<file path="config.mk">
export PLATFORM = sky130hd
export DESIGN_NAME = ibuf_vc
export DESIGN_NICKNAME = d
export VERILOG_FILES = /design/src/rtl/ibuf_vc.sv
export SDC_FILE = /design/constraint.sdc
export NUM_CORES = 1
export LEC_CHECK = 0
export CAP_MARGIN = 20
export CORE_MARGIN = 3
export CORE_UTILIZATION = 35
export CTS_CLUSTER_SIZE = 28
export DETAILED_ROUTE_END_ITERATION = 8
export GPL_TIMING_DRIVEN = 0
export HOLD_SLACK_MARGIN = 0.15
export PLACE_DENSITY = 0.56
export SETUP_SLACK_MARGIN = 0.3
export SYNTH_ARGS = -nofsm -noshare
export SYNTH_HDL_FRONTEND = slang
export SYNTH_SLANG_ARGS = --single-unit
</file>
<file path="constraint.sdc">
create_clock -name clk -period 3.6 [get_ports clk]
set_clock_uncertainty 0.15 [all_clocks]
set_input_delay 0.36 -clock clk [delete_from_list [all_inputs] [get_ports clk]]
set_output_delay 0.36 -clock clk [all_outputs]
set_load 0.02 [all_outputs]
</file>
<file path="src/rtl/ibuf_vc.sv">
// rtl/ibuf_vc.sv - per-VC input flit buffer: circular FIFO with packet count and sticky error flags
`ifndef DATAW
`define DATAW 15
`endif
`ifndef TYPE_MSB
`define TYPE_MSB 15
`endif
`ifndef TYPE_LSB
`define TYPE_LSB 13
`endif
`ifndef TYPE_NONE
`define TYPE_NONE 3'd0
`endif
`ifndef TYPE_HEAD
`define TYPE_HEAD 3'd1
`endif
`ifndef TYPE_DATA
`define TYPE_DATA 3'd2
`endif
`ifndef TYPE_TAIL
`define TYPE_TAIL 3'd3
`endif
`ifndef TYPE_HEADTAIL
`define TYPE_HEADTAIL 3'd4
`endif

module ibuf_vc #(
  parameter int DEPTH    = 4,
  parameter int ROUTERID = 0,
  parameter int PCHID    = 0,
  parameter int VCHID    = 0
) (
  input  logic                         clk,
  input  logic                         rst_,
  input  logic [`DATAW:0]              idata,
  input  logic                         iwe,
  output logic                         ordy,
  input  logic                         ore,
  output logic [`DATAW:0]              bdata,
  output logic                         empty,
  output logic [$clog2(DEPTH):0]       count,
  output logic [$clog2(DEPTH):0]       npkt,
  output logic                         ovf,
  output logic                         udf
);

  localparam int AW = $clog2(DEPTH);
  localparam int CW = AW + 1;
  localparam int TW = `TYPE_MSB - `TYPE_LSB + 1;

  // Identity parameters only travel with the instance; reject nonsense values at elaboration.
  if (DEPTH < 2 || DEPTH > 16 || (DEPTH & (DEPTH - 1)) != 0 ||
      ROUTERID < 0 || PCHID < 0 || VCHID < 0) begin : g_param_check
    $error("ibuf_vc: illegal parameter value");
  end

  function automatic logic is_end(input logic [TW-1:0] t);
    return (t == `TYPE_TAIL) || (t == `TYPE_HEADTAIL);
  endfunction

  logic [`DATAW:0] r_mem [DEPTH];
  logic [AW-1:0]   r_wptr;
  logic [AW-1:0]   r_rptr;
  logic [CW-1:0]   r_count;
  logic [CW-1:0]   r_npkt;
  logic            r_ovf;
  logic            r_udf;

  logic            w_full;
  logic            w_empty;
  logic            w_wr;
  logic            w_rd;
  logic            w_wr_end;
  logic            w_rd_end;
  logic [`DATAW:0] w_head;

  assign w_full   = (r_count == CW'(DEPTH));
  assign w_empty  = (r_count == '0);
  assign w_wr     = iwe && !w_full;
  assign w_rd     = ore && !w_empty;
  assign w_head   = w_empty ? {`TYPE_NONE, {`TYPE_LSB{1'b0}}} : r_mem[r_rptr];
  assign w_wr_end = w_wr && is_end(idata[`TYPE_MSB:`TYPE_LSB]);
  assign w_rd_end = w_rd && is_end(w_head[`TYPE_MSB:`TYPE_LSB]);

  always_ff @(posedge clk) begin
    if (w_wr) r_mem[r_wptr] <= idata;
  end

  always_ff @(posedge clk) begin
    if (rst_) begin
      r_wptr  <= '0;
      r_rptr  <= '0;
      r_count <= '0;
      r_npkt  <= '0;
      r_ovf   <= 1'b0;
      r_udf   <= 1'b0;
    end else begin
      if (w_wr) r_wptr <= r_wptr + AW'(1);
      if (w_rd) r_rptr <= r_rptr + AW'(1);
      case ({w_wr, w_rd})
        2'b10:   r_count <= r_count + CW'(1);
        2'b01:   r_count <= r_count - CW'(1);
        default: r_count <= r_count;
      endcase
      case ({w_wr_end, w_rd_end})
        2'b10:   r_npkt <= r_npkt + CW'(1);
        2'b01:   r_npkt <= r_npkt - CW'(1);
        default: r_npkt <= r_npkt;
      endcase
      if (iwe && w_full)  r_ovf <= 1'b1;
      if (ore && w_empty) r_udf <= 1'b1;
    end
  end

  assign ordy  = !w_full;
  assign empty = w_empty;
  assign bdata = w_head;
  assign count = r_count;
  assign npkt  = r_npkt;
  assign ovf   = r_ovf;
  assign udf   = r_udf;

endmodule

</file>
==> run metrics <==
outcome=finished clean; grt ovf=0; fin crit share=83.0%; cts repair resizes=0; first drt pass iteration count=5; first-pass GRT wire length=9.25 mm; Core ar.=0.00846 mm2; flop-to-flop setup slack=0.61 ns; GPL Wtd Cong=0.732; RSZ-0062 raised after global routing=no; # IOs=46; Net Sw Frac=33.6%; DRC viols=0; starting density of the core=37.2%; Mapped Nets=213; Final Hold Viols=0; Routed wire per std cell=16.2 um; Fillers=737; leak pwr=1.28 nW; final count of negative-setup-slack endpoints=0; distinct cell type count after synthesis=27; Cells after Synth=185; layout cells sized above 1=13.8%; GRT Util Overall=12.3%; Sequential Power Share=40.6%; Layout Cells excl Fill=351; n_diodes=0; Worst-Margin Slew=0.895 ns; dpl hpwl=3.75 mm; sequential area share after synthesis=70.0%; Die Area=0.0102 mm2; Worst VDD drop=0.246 mV; Mean Syn Cell Area=17.0 um2; Critical Path RT=3.72 ns; Post-Route WL=5.67 mm; Die H=101 um; Root Driver=clkbuf_8; worst path arrival time=3.11 ns; overall power consumption=2.80 mW; Clock Power Share=20.3%; Syn-to-layout area delta=23.8%; Synth async-reset ratio=0%; Power Internal=1.86 mW; ranking of synthesized cells by area=edfxtp_1 (61%), mux4_2 (9.3%), dfxtp_1 (8.9%), nor2b_1 (3.2%), mux4_1 (2.5%); num rows=33; initial antenna violation count=0; flip-flop and latch count after synthesis=78; initial drt markers=57; layout net count=269; PwrDens=718 mW/mm2; Clock Latency Late Sink=0.34 ns; Die X=101 um; synthesized area=0.00315 mm2; Clk pin slew, worst setup/hold paths=0.09 ns; postcts setup bufs=0; most frequent cells after synthesis=edfxtp_1 (64), nor2b_1 (16), dfxtp_1 (14); HP Class=in -> reg; Bufs on Longest Clock Path=2; final max-slew violation count=0; vias per std cell=4.80; most frequent cell after synthesis=edfxtp_1; port bufs=44; Post-synth EDFFs=64; final setup margin=0.611 ns; Most used DFF post-synth=edfxtp_1; CP endpoint kind=flip-flop; post-placement setup slack=0.637 ns; combinational power share=39.1%; TritonCTS buffer count=9; max-slew headroom at the worst pin=40.3%; Max Cap Viol=0; clk sinks=78; fmax=335 MHz; DP Cell Count=335; htree depth=3; fin crit period=2.99 ns; setup TNS=0 ns; leading area contributor after synthesis=edfxtp_1; Psw=0.939 mW; vias in the first global route=1,814; critical path startpoint category=flip-flop; CTS Hold Bufs=0; Synth top area share=61.0%; CTS tree=yes; largest net degree at the start of global routing=17; fin util=46.1%; final antenna-violating net count=0; critical path class=reg -> reg; via count=1,686; Synth warnings=0; CP max FO=7
## worst max-delay path, stage by stage, from the launching register on
cell      delay [ns]
dfxtp_1         0.31
clkbuf_1        0.35
mux4_2          0.39
or3b_1          0.40
a21oi_2         0.13
ha_1            0.18
inv_1           0.06
fa_1            0.37
xor2_1          0.16
or3_1           0.31
a21oi_1         0.14
## metal layers
metal	routed length, um	part of all wire (%)	global-route usage (%)	vias up
met1	2610	46	16.1	847
met5	0	0	0	-
met3	112	2.0	2.15	8
met2	2850	50	19.7	24
met4	102	1.8	6.53	0
li1	-	-	-	807
## kinds of logic after synthesis
logic type	Yosys count	synth area share, %
AO/OA/AOI/OAI	16	2.94
XOR/XNOR	6	1.67
adder cells (fa/ha/maj)	8	3.66
multiplexers	16	11.8
buffers and inverters	18	2.46
flip-flops	78	70.0
AND/OR/NAND/NOR	43	7.51
## state kept, by name (all words and copies together) (netlist names), named ones only
signal	cells
npkt	3
r_rptr	2
count	3
udf	1
r_mem	64
ovf	1
r_wptr	2
## worst paths after layout
| kind | from | endpoint | depth (start not counted) |
|---|---|---|---|
| worst min register to register | ovf | ovf | 2 |
| worst max-delay path | flip-flop | npkt[2] | 10 |
| worst max register to register | flip-flop | npkt[2] | 10 |
| worst min-delay path | iwe | r_wptr[0] | 3 |
## cells in the final DEF, fill, tap and decap left out, types with 4 or more instances in the layout
cell type / count
mux4_2: 13
ha_1: 6
nor2_1: 12
nor2b_1: 16
o21ai_0: 4
clkdlybuf4s50_1: 44
inv_1: 11
clkbuf_8: 9
a21oi_1: 8
edfxtp_1: 64
dfxtp_1: 14
and3_1: 4
xor2_1: 6
## stage by stage
stage | area (um2) | hold slack, ns
finish | 3900 | 0.278
global route | 3900 | 0.278
CTS | 3900 | 0.258
detailed placement | 3720 | 0.313
global placement | 3720 | 0.309
floorplan | 3150 | 0.279
## power groups by stage
stage	Clock, mW	Combinational [mW]	Sequential, mW
2_1_floorplan	0	0.636	1.17
3_3_place_gp	0	1.11	1.15
3_5_place_dp	0	1.12	1.16
4_1_cts	0.588	1.12	1.14
5_1_grt	0.627	1.18	1.15
6_report	0.569	1.09	1.14
## cell type report
cell class                      count  area [um2]  share of cell area, %
Tap cell                          105         131                   3.37
Clock buffer                        9         124                   3.18
Buffer                              7        37.5                  0.963
Timing Repair Buffer               45         445                   11.4
Multi-Input combinational cell     89         868                   22.3
Inverter                           11        41.3                   1.06
Sequential cell                    78        2200                   56.5
Clock inverter                      7        48.8                   1.25
(Power assumes the default switching activity.)
